### src/rtl/fifo_to_axis_pkg.sv
// fifo_to_axis_pkg
//   Shared definitions for readers of the packed replay FIFO.
//   - state_t         : FSM encoding (HDR, PKT, DROP)
//   - LEN_LSB/LEN_W   : packet length field inside TUSER (bits [15:0])
//   - PACKED_BYTE_W   : bits per packed byte (strobe + data byte)
//   - CNT_W           : beat down-counter width
//   - log2()          : ceiling log2, same definition as the packer side
package fifo_to_axis_pkg;

  typedef enum logic [1:0] {
    ST_HDR  = 2'd0,
    ST_PKT  = 2'd1,
    ST_DROP = 2'd2
  } state_t;

  localparam int LEN_LSB       = 0;
  localparam int LEN_W         = 16;
  localparam int PACKED_BYTE_W = 9;
  localparam int CNT_W         = 12;

  function automatic int log2(input int value);
    int r;
    r = 0;
    while ((1 << r) < value) r++;
    return r;
  endfunction

endpackage

### src/rtl/fifo_to_axis_if.sv
// fifo_to_axis_if
//   Bundled per-queue AXI4-Stream outputs. Every signal is NQ slices wide,
//   queue q occupying slice q.
//   master : drives tdata/tstrb/tuser/tvalid/tlast, receives tready
//   slave  : the reverse
interface fifo_to_axis_if #(
  parameter int DATA_W = 256,
  parameter int USER_W = 128,
  parameter int NQ     = 4
);
  logic [NQ*DATA_W-1:0]     tdata;
  logic [NQ*(DATA_W/8)-1:0] tstrb;
  logic [NQ*USER_W-1:0]     tuser;
  logic [NQ-1:0]            tvalid;
  logic [NQ-1:0]            tready;
  logic [NQ-1:0]            tlast;

  modport master (output tdata, tstrb, tuser, tvalid, tlast, input tready);
  modport slave  (input tdata, tstrb, tuser, tvalid, tlast, output tready);
endinterface

### src/rtl/fifo_to_axis_word_unpack.sv
// fifo_word_unpack
//   Combinational split of one packed FIFO word. Byte i sits at bits
//   [9i+8:9i] as {strb, data}.
//   packed_word : packed FIFO word
//   data        : recovered data bytes
//   strb        : recovered byte strobes
module fifo_word_unpack
  import fifo_to_axis_pkg::*;
#(
  parameter int DATA_W = 256
) (
  input  logic [DATA_W/8*PACKED_BYTE_W-1:0] packed_word,
  output logic [DATA_W-1:0]                 data,
  output logic [DATA_W/8-1:0]               strb
);

  for (genvar i = 0; i < DATA_W/8; i++) begin : g_byte
    assign data[8*i +: 8] = packed_word[PACKED_BYTE_W*i +: 8];
    assign strb[i]        = packed_word[PACKED_BYTE_W*i + 8];
  end

endmodule

### src/rtl/fifo_to_axis.sv
// fifo_to_axis
//   Pops packed words from a FWFT FIFO, rebuilds AXI4-Stream packets using
//   the length carried in the header word, and steers each packet to one of
//   C_NUM_QUEUES output streams.
//   axi_aclk, axi_aresetn : clock, async active-low reset
//   fifo_dout/_qid/_empty : FIFO head word, its queue id, head invalid
//   fifo_rd_en            : pop the head word
//   m_axis                : per-queue AXI4-Stream master (fifo_to_axis_if)
//   sw_rst                : synchronous soft reset
//   err_count             : last-beat length/strobe mismatches
//   Optional macro FIFO_TO_AXIS_LEN_CHECK_EN enables the length checker;
//   without it err_count is tied to 0.
//
//   state | meaning
//   HDR   | waiting for / popping a header word
//   PKT   | popping data beats into the output register
//   DROP  | discarding data beats of a packet with an invalid qid
module fifo_to_axis
  import fifo_to_axis_pkg::*;
#(
  parameter int C_M_AXIS_DATA_WIDTH  = 256,
  parameter int C_M_AXIS_TUSER_WIDTH = 128,
  parameter int C_NUM_QUEUES         = 4,
  parameter int C_PACKED_WIDTH       = C_M_AXIS_DATA_WIDTH/8*PACKED_BYTE_W,
  localparam int QW = (log2(C_NUM_QUEUES) < 1) ? 1 : log2(C_NUM_QUEUES)
) (
  input  logic                      axi_aclk,
  input  logic                      axi_aresetn,
  input  logic [C_PACKED_WIDTH-1:0] fifo_dout,
  input  logic [QW-1:0]             fifo_dout_qid,
  input  logic                      fifo_empty,
  output logic                      fifo_rd_en,
  fifo_to_axis_if.master            m_axis,
  input  logic                      sw_rst,
  output logic [15:0]               err_count
);

  localparam int DW    = C_M_AXIS_DATA_WIDTH;
  localparam int UW    = C_M_AXIS_TUSER_WIDTH;
  localparam int BYTES = DW/8;
  localparam int BW    = log2(BYTES);

  logic [DW-1:0]    word_data;
  logic [BYTES-1:0] word_strb;

  fifo_word_unpack #(.DATA_W(DW)) u_unpack (
    .packed_word (fifo_dout),
    .data        (word_data),
    .strb        (word_strb)
  );

  state_t           state;
  logic [CNT_W-1:0] beat_cnt;
  logic [QW-1:0]    pkt_qid;
  logic [UW-1:0]    pkt_user;

  // Output register carries its own qid and tuser so it can drain the last
  // beat of one packet while the next header is already latched.
  logic             out_valid;
  logic             out_last;
  logic [QW-1:0]    out_qid;
  logic [DW-1:0]    out_data;
  logic [BYTES-1:0] out_strb;
  logic [UW-1:0]    out_user;

  logic [LEN_W-1:0] hdr_len;
  logic [CNT_W-1:0] hdr_beats;
  logic             hdr_bad_qid;
  logic             out_hs;
  logic             pop;

  assign hdr_len     = word_data[LEN_LSB +: LEN_W];
  assign hdr_beats   = CNT_W'(({1'b0, hdr_len} + (LEN_W+1)'(BYTES-1)) >> BW);
  assign hdr_bad_qid = (int'(fifo_dout_qid) >= C_NUM_QUEUES);
  assign out_hs      = out_valid && m_axis.tready[out_qid];

  // The FIFO is reset by the same sw_rst, so no pop is issued while it is high.
  always_comb begin
    pop = 1'b0;
    if (!fifo_empty && !sw_rst && axi_aresetn) begin
      case (state)
        ST_HDR:  pop = 1'b1;
        ST_PKT:  pop = !out_valid || out_hs;
        ST_DROP: pop = (beat_cnt != '0);
        default: pop = 1'b0;
      endcase
    end
  end

  assign fifo_rd_en = pop;

  always_ff @(posedge axi_aclk or negedge axi_aresetn) begin
    if (!axi_aresetn) begin
      state     <= ST_HDR;
      beat_cnt  <= '0;
      pkt_qid   <= '0;
      pkt_user  <= '0;
      out_valid <= 1'b0;
      out_last  <= 1'b0;
      out_qid   <= '0;
      out_data  <= '0;
      out_strb  <= '0;
      out_user  <= '0;
    end else if (sw_rst) begin
      state     <= ST_HDR;
      beat_cnt  <= '0;
      pkt_qid   <= '0;
      pkt_user  <= '0;
      out_valid <= 1'b0;
      out_last  <= 1'b0;
      out_qid   <= '0;
      out_data  <= '0;
      out_strb  <= '0;
      out_user  <= '0;
    end else begin
      if (out_hs) out_valid <= 1'b0;
      case (state)
        ST_HDR: begin
          if (pop) begin
            pkt_user <= word_data[UW-1:0];
            pkt_qid  <= fifo_dout_qid;
            beat_cnt <= hdr_beats;
            if (hdr_len == '0)    state <= ST_HDR;
            else if (hdr_bad_qid) state <= ST_DROP;
            else                  state <= ST_PKT;
          end
        end
        ST_PKT: begin
          if (pop) begin
            out_valid <= 1'b1;
            out_data  <= word_data;
            out_strb  <= word_strb;
            out_user  <= pkt_user;
            out_qid   <= pkt_qid;
            out_last  <= (beat_cnt == CNT_W'(1));
            beat_cnt  <= beat_cnt - CNT_W'(1);
            if (beat_cnt == CNT_W'(1)) state <= ST_HDR;
          end
        end
        ST_DROP: begin
          if (beat_cnt == '0) begin
            state <= ST_HDR;
          end else if (pop) begin
            beat_cnt <= beat_cnt - CNT_W'(1);
            if (beat_cnt == CNT_W'(1)) state <= ST_HDR;
          end
        end
        default: state <= ST_HDR;
      endcase
    end
  end

  // Only the selected queue sees the register; every other slice reads 0.
  logic [C_NUM_QUEUES*DW-1:0]    tdata_vec;
  logic [C_NUM_QUEUES*BYTES-1:0] tstrb_vec;
  logic [C_NUM_QUEUES*UW-1:0]    tuser_vec;
  logic [C_NUM_QUEUES-1:0]       tvalid_vec;
  logic [C_NUM_QUEUES-1:0]       tlast_vec;

  always_comb begin
    tdata_vec  = '0;
    tstrb_vec  = '0;
    tuser_vec  = '0;
    tvalid_vec = '0;
    tlast_vec  = '0;
    for (int q = 0; q < C_NUM_QUEUES; q++) begin
      if (out_valid && (int'(out_qid) == q)) begin
        tdata_vec[q*DW +: DW]       = out_data;
        tstrb_vec[q*BYTES +: BYTES] = out_strb;
        tuser_vec[q*UW +: UW]       = out_user;
        tvalid_vec[q]               = 1'b1;
        tlast_vec[q]                = out_last;
      end
    end
  end

  assign m_axis.tdata  = tdata_vec;
  assign m_axis.tstrb  = tstrb_vec;
  assign m_axis.tuser  = tuser_vec;
  assign m_axis.tvalid = tvalid_vec;
  assign m_axis.tlast  = tlast_vec;

`ifdef FIFO_TO_AXIS_LEN_CHECK_EN
  // Bytes expected on the last beat: len mod BYTES, or a full beat when the
  // length is an exact multiple of BYTES.
  logic [BW-1:0] pkt_len_lsb;
  logic [BW:0]   strb_ones;
  logic [BW:0]   last_bytes;
  logic [15:0]   err_cnt_r;

  always_comb begin
    strb_ones = '0;
    for (int i = 0; i < BYTES; i++) strb_ones = strb_ones + (BW+1)'(word_strb[i]);
  end

  assign last_bytes = (pkt_len_lsb == '0) ? (BW+1)'(BYTES) : {1'b0, pkt_len_lsb};

  always_ff @(posedge axi_aclk or negedge axi_aresetn) begin
    if (!axi_aresetn) begin
      pkt_len_lsb <= '0;
      err_cnt_r   <= '0;
    end else if (sw_rst) begin
      pkt_len_lsb <= '0;
      err_cnt_r   <= '0;
    end else begin
      if (state == ST_HDR && pop) pkt_len_lsb <= hdr_len[BW-1:0];
      if (state == ST_PKT && pop && beat_cnt == CNT_W'(1) &&
          strb_ones != last_bytes && err_cnt_r != 16'hFFFF)
        err_cnt_r <= err_cnt_r + 16'd1;
    end
  end

  assign err_count = err_cnt_r;
`else
  assign err_count = '0;
`endif

endmodule

### src/flat_wrapper.sv
// flat-port wrapper written by rule: the top's interface ports become plain ports
module fifo_to_axis_flat import fifo_to_axis_pkg::*;
#(
  parameter int C_M_AXIS_DATA_WIDTH  = 256,
  parameter int C_M_AXIS_TUSER_WIDTH = 128,
  parameter int C_NUM_QUEUES         = 4,
  parameter int C_PACKED_WIDTH       = C_M_AXIS_DATA_WIDTH/8*PACKED_BYTE_W,
  localparam int QW = (log2(C_NUM_QUEUES) < 1) ? 1 : log2(C_NUM_QUEUES)
)
  (axi_aclk, axi_aresetn, fifo_dout, fifo_dout_qid, fifo_empty, fifo_rd_en, sw_rst, err_count, m_axis_tdata, m_axis_tstrb, m_axis_tuser, m_axis_tvalid, m_axis_tlast, m_axis_tready);
  fifo_to_axis_if #(.DATA_W((256)), .USER_W((128)), .NQ((4))) m_axis_i ();
  input  logic axi_aclk;
  input  logic axi_aresetn;
  input  logic [C_PACKED_WIDTH-1:0] fifo_dout;
  input  logic [QW-1:0] fifo_dout_qid;
  input  logic fifo_empty;
  output logic fifo_rd_en;
  input  logic sw_rst;
  output logic [15:0] err_count;
  output wire logic [$bits(m_axis_i.tdata)-1:0] m_axis_tdata;
  output wire logic [$bits(m_axis_i.tstrb)-1:0] m_axis_tstrb;
  output wire logic [$bits(m_axis_i.tuser)-1:0] m_axis_tuser;
  output wire logic [$bits(m_axis_i.tvalid)-1:0] m_axis_tvalid;
  output wire logic [$bits(m_axis_i.tlast)-1:0] m_axis_tlast;
  input wire logic [$bits(m_axis_i.tready)-1:0] m_axis_tready;
  assign m_axis_tdata = m_axis_i.tdata;
  assign m_axis_tstrb = m_axis_i.tstrb;
  assign m_axis_tuser = m_axis_i.tuser;
  assign m_axis_tvalid = m_axis_i.tvalid;
  assign m_axis_tlast = m_axis_i.tlast;
  assign m_axis_i.tready = m_axis_tready;
  fifo_to_axis #(.C_M_AXIS_DATA_WIDTH(C_M_AXIS_DATA_WIDTH), .C_M_AXIS_TUSER_WIDTH(C_M_AXIS_TUSER_WIDTH), .C_NUM_QUEUES(C_NUM_QUEUES), .C_PACKED_WIDTH(C_PACKED_WIDTH)) u_core (.axi_aclk(axi_aclk), .axi_aresetn(axi_aresetn), .fifo_dout(fifo_dout), .fifo_dout_qid(fifo_dout_qid), .fifo_empty(fifo_empty), .fifo_rd_en(fifo_rd_en), .m_axis(m_axis_i), .sw_rst(sw_rst), .err_count(err_count));
endmodule
### config.mk
export PLATFORM = sky130hd
export DESIGN_NAME = fifo_to_axis_flat
export DESIGN_NICKNAME = d
export VERILOG_FILES = /design/src/rtl/fifo_to_axis_pkg.sv /design/src/rtl/fifo_to_axis_if.sv /design/src/rtl/fifo_to_axis_word_unpack.sv /design/src/rtl/fifo_to_axis.sv /design/src/flat_wrapper.sv
export SDC_FILE = /design/constraint.sdc
export NUM_CORES = 2
export LEC_CHECK = 0
export BUFFER_PORTS_ARGS = -buffer_cell sky130_fd_sc_hd__buf_2
export CORE_AREA = 10 10 768 770
export CTS_BUF_LIST = sky130_fd_sc_hd__clkbuf_4 sky130_fd_sc_hd__clkbuf_8 sky130_fd_sc_hd__clkbuf_16
export DETAILED_ROUTE_END_ITERATION = 8
export DIE_AREA = 0 0 778 780
export PLACE_DENSITY = 0.3
export RECOVER_POWER = 50
export SLEW_MARGIN = 20
export SYNTH_ARGS = -nofsm -noshare
export SYNTH_HDL_FRONTEND = slang
export SYNTH_SLANG_ARGS = --single-unit
### constraint.sdc
create_clock -name axi_aclk -period 2.3 [get_ports axi_aclk]
set_input_delay 0.115 -clock axi_aclk [delete_from_list [all_inputs] [get_ports axi_aclk]]
set_output_delay 0.115 -clock axi_aclk [all_outputs]
set_load 0.02 [all_outputs]
==> impl_metrics.csv <==
group,metric,value,unit
floorplan,initial_core_util,6.00,%
timing,finalSetupViolCount,2230,
route,num_vias,41863,
timing,min_period_over_period,125,%
setup_path,crit_path_end_kind,"output port",
route,vias_per_cell,2.87,
route,wl,406,mm
floorplan,rows,279,
route,dr.pass1.iters,5,
cts,clock-root-buffer,"clkbuf_16",
setup_path,cp.buffers_inverters,6,
route,ant_nets,0,
setup_path,cp_max_fo,6,
timing,finalMaxSlewViolations,52,
cts,clk_latency,0.84,ns
cts,cts_buffers,90,
placed_design,place_congestion,0.765,
yosys,ys_ff_latch,564,
cts,cts_tree,"yes",
setup_path,start_kind,"flop",
power,internal-power,19700,uW
yosys,synth_cells,4425,
setup_path,cp.arrival,2.77,ns
yosys,ys.flop_type,"dfrtp_1",
power,swShare,28.6,%
finish,final_util,12.1,%
cts,cts.sinks,564,
yosys,ys_types,51,
yosys,synth_top_cell_by_area,"dfrtp_1",
global_route,grtUsageMet3,2.77,%
finish,drive_gt1_share,39.5,%
placed_design,io_buffers,1970,
global_route,grtUsageMet2,20.7,%
global_route,grt_usage,12.2,%
setup_path,required,2.18,ns
floorplan,ios,1987,
yosys,netlist_area,34500,um2
power,power.switching,7900,uW
yosys,synthTopCellsByCount,"1669 x and2_1, 1119 x nand2_1, 564 x dfrtp_1",
timing,postLayoutSetupSlackWorst,-0.584,ns
power,power_density,397,nW/um2
floorplan,die-area,607000,um2
yosys,yosys_warnings,0,
global_route,antenna_found_initial,158,
yosys,yosys-top-cells-area,"dfrtp_1 41%, and2_1 30%, nand2_1 12%, a21oi_1 5.4%, nand3b_1 4.0%",
timing,period_needed,2.88,ns
power,p_comb_share,9.8,%
setup_path,timing.critical_path.mode_cell,"buf_6",
finish,area_growth,101,%
setup_path,worstSetupPathType,"flop to output port",
finish,fillers,66704,
run_status,violations,"capacitance limit, slew limit, setup timing",
global_route,grt_pass1_wl,486,mm
timing,hold_viol,0,
timing,rsz0062_at_grt,"yes",
global_route,grt_max_degree,133,
floorplan,die-height,780,um
timing,skew,0.0839,ns
placed_design,pre_cts_ws,-0.361,ns
global_route,grt-ovfl-total,0,
hold_path,worstHoldPathType,"input port to flop",
timing,fmax,0.347,GHz
yosys,synth_most_common_cell,"and2_1",
timing,tightest_slew,1.59,ns
route,drtIter0Drc,2927,
power,seqPwrFrac,38.1,%
finish,final_nets,7200,
cts,clk_pin_slew,0.06,ns
timing,slew_headroom,-5.99,%
global_route,top_usage_layer,"met2",
flow_run,cap_violations,1,
power,p_clk_share,52.1,%
power,vdd.ir_drop.worst,0.498,mV
cts,clockBufferDepth,4,
finish,multi_input_area,19300,um2
finish,seqCellArea,14100,um2
global_route,grtUsageMet1,15.8,%
setup_path,crit_path_top_delay_cell,"dfrtp_1",
power,p_leak,0.0327,uW
global_route,grt_pass1_vias,42673,
floorplan,chipWidth,778,um
yosys,synth_top_area_share,40.9,%
setup_path,critPathMaxStageDelay,0.39,ns
yosys,async_flop_share,100,%
yosys,syn-mean-instance-area,7.80,um2
setup_path,cp_cell_sequence,"buf_6 > nor3b_4 > buf_6 > clkbuf_16 > buf_16 > clkbuf_16 > and2_4 > buf_6",
placed_design,dp_hpwl,324,mm
run_status,status,"finished, violations left",
yosys,ys_seq_area_share,40.9,%
route,wire_per_inst,27.8,um
floorplan,design.core.area,575000,um2
setup_path,crit_family,"buffers and inverters",
yosys,synth_edf_count,0,
route,route.detailed.drc,0,
cts,htree_levels,3,
-- cells by family (layout without fill, tap and decap cells) --
| family | Yosys count | in the layout | share of synthesized area [%] |
|---|---|---|---|
| buffers and inverters | 401 | 2917 | 4.87 |
| adders and majority gates | 6 | 6 | 0.217 |
| AOI/OAI and AO/OA | 413 | 413 | 6.30 |
| DFF | 564 | 564 | 40.9 |
| muxes | 1 | 1 | 0.0652 |
| other | 1 | 67 | 0.0109 |
| xor gates and xnor gates | 9 | 9 | 0.228 |
| and+or+nand+nor | 3030 | 3030 | 47.4 |
-- path summary, 6_finish.rpt --
| check | from | to | slack [ns] | depth (start not counted) |
|---|---|---|---|---|
| setup / recovery | u_core.out_qid[1]$_DFFE_PN0P_ | m_axis_tdata[466] | -0.58 | 8 |
| hold / removal | fifo_dout[244] | u_core.out_data[217]$_DFFE_PN0P_ | 0.1 | 4 |
| setup reg to reg | u_core.out_qid[0]$_DFFE_PN0P_ | u_core.out_user[49]$_DFFE_PN0P_ | -0.29 | 9 |
| hold reg to reg | u_core.pkt_user[77]$_DFFE_PN0P_ | u_core.out_user[77]$_DFFE_PN0P_ | 0.45 | 2 |
| max in group asynchronous | axi_aresetn | u_core.beat_cnt[8]$_DFFE_PN0P_ | -0.26 | 5 |
| min in group asynchronous | axi_aresetn | u_core.state[1]$_DFFE_PN0P_ | 0.62 | 3 |
-- flip-flops by register name, summed over array words and instances, names as in the netlist, 2 cells and up --
register,cells
u_core.out_data,256
u_core.out_user,128
u_core.pkt_user,128
u_core.out_strb,32
u_core.beat_cnt,12
u_core.out_qid,2
u_core.pkt_qid,2
u_core.state,2
-- tightest hold or removal path, delay by kind of cell --
| family | cells | cell delay (ns) |
|---|---|---|
| buffers and inverters | 2 | 0.64 |
| and+or+nand+nor | 2 | 0.09 |
-- stage by stage --
stage          total power (uW)  TNS [ns]  std cells  hold WS (ns)  instance area [um2]
2_1_floorplan             11200         0       4440        -0.181                34600
3_3_place_gp              12800   -124.35      13906         0.310                58200
3_5_place_dp              12800   -107.73      13906         0.308                58200
4_1_cts                   28400   -968.96      14465      0.000213                66300
5_1_grt                   28900  -1151.66      14550        0.0390                69400
6_report                  27600   -735.20      14594        0.0958                69500
-- placed cells by master, fill, tap and decap left out, types with 5 or more instances in the layout --
master and count:
o21ai_0 11, and2_1 1487, clkbuf_8 10, buf_2 1519, conb_1 16, clkbuf_16 140
xnor2_1 5, buf_12 254, clkinv_2 10, diode_2 51, and2_4 179, bufinv_16 5
buf_4 296, nand3b_1 182, nor3_1 8, buf_8 27, a21oi_1 371, clkbuf_4 25
ha_1 5, nor2_1 10, nand3_1 8, dlygate4sd3_1 364, dfrtp_1 564, inv_1 6
nand2_1 1118, nand4_1 5, clkinvlp_4 6, o221ai_1 6, buf_6 206, buf_16 28
-- power groups by stage --
stage / clock, uW / sequential [uW] / combinational, uW
after floorplan: 0 / 10400 / 753
after global placement: 0 / 10700 / 2130
after detailed placement: 0 / 10700 / 2120
after CTS: 15100 / 10500 / 2770
after global routing: 15400 / 10500 / 2960
final: 14400 / 10500 / 2720
-- layer usage --
layer / vias to the layer above / wire, um
met5: - / 105
met3: 255 / 29800
met2: 1949 / 192000
met4: 16 / 7880
li1: 18827 / -
met1: 20816 / 177000
-- cell type report --
| cell class | instances | share of cell area (%) |
|---|---|---|
| repair buffers | 2756 | 33.7 |
| clock inverters | 31 | 0.526 |
| well taps | 7587 | 13.7 |
| clock buffers | 121 | 3.72 |
| inverters | 9 | 0.0486 |
| multi-input cells | 3475 | 27.8 |
| diodes | 51 | 0.184 |
| flip-flops and latches | 564 | 20.3 |
-- what timing repair did --
| item | 4_1_cts | 5_1_grt |
|---|---|---|
| setup endpoints to repair | 2105 | 2128 |
| setup buffers | 27 | 24 |
| hold buffers | 364 | 0 |
| endpoints found under the hold margin | 759 | 0 |
| resized for setup | 221 | 564 |
| pin swaps | 4 | 11 |
| gates cloned | 16 | 59 |
Power figures use the tool's default switching activity.
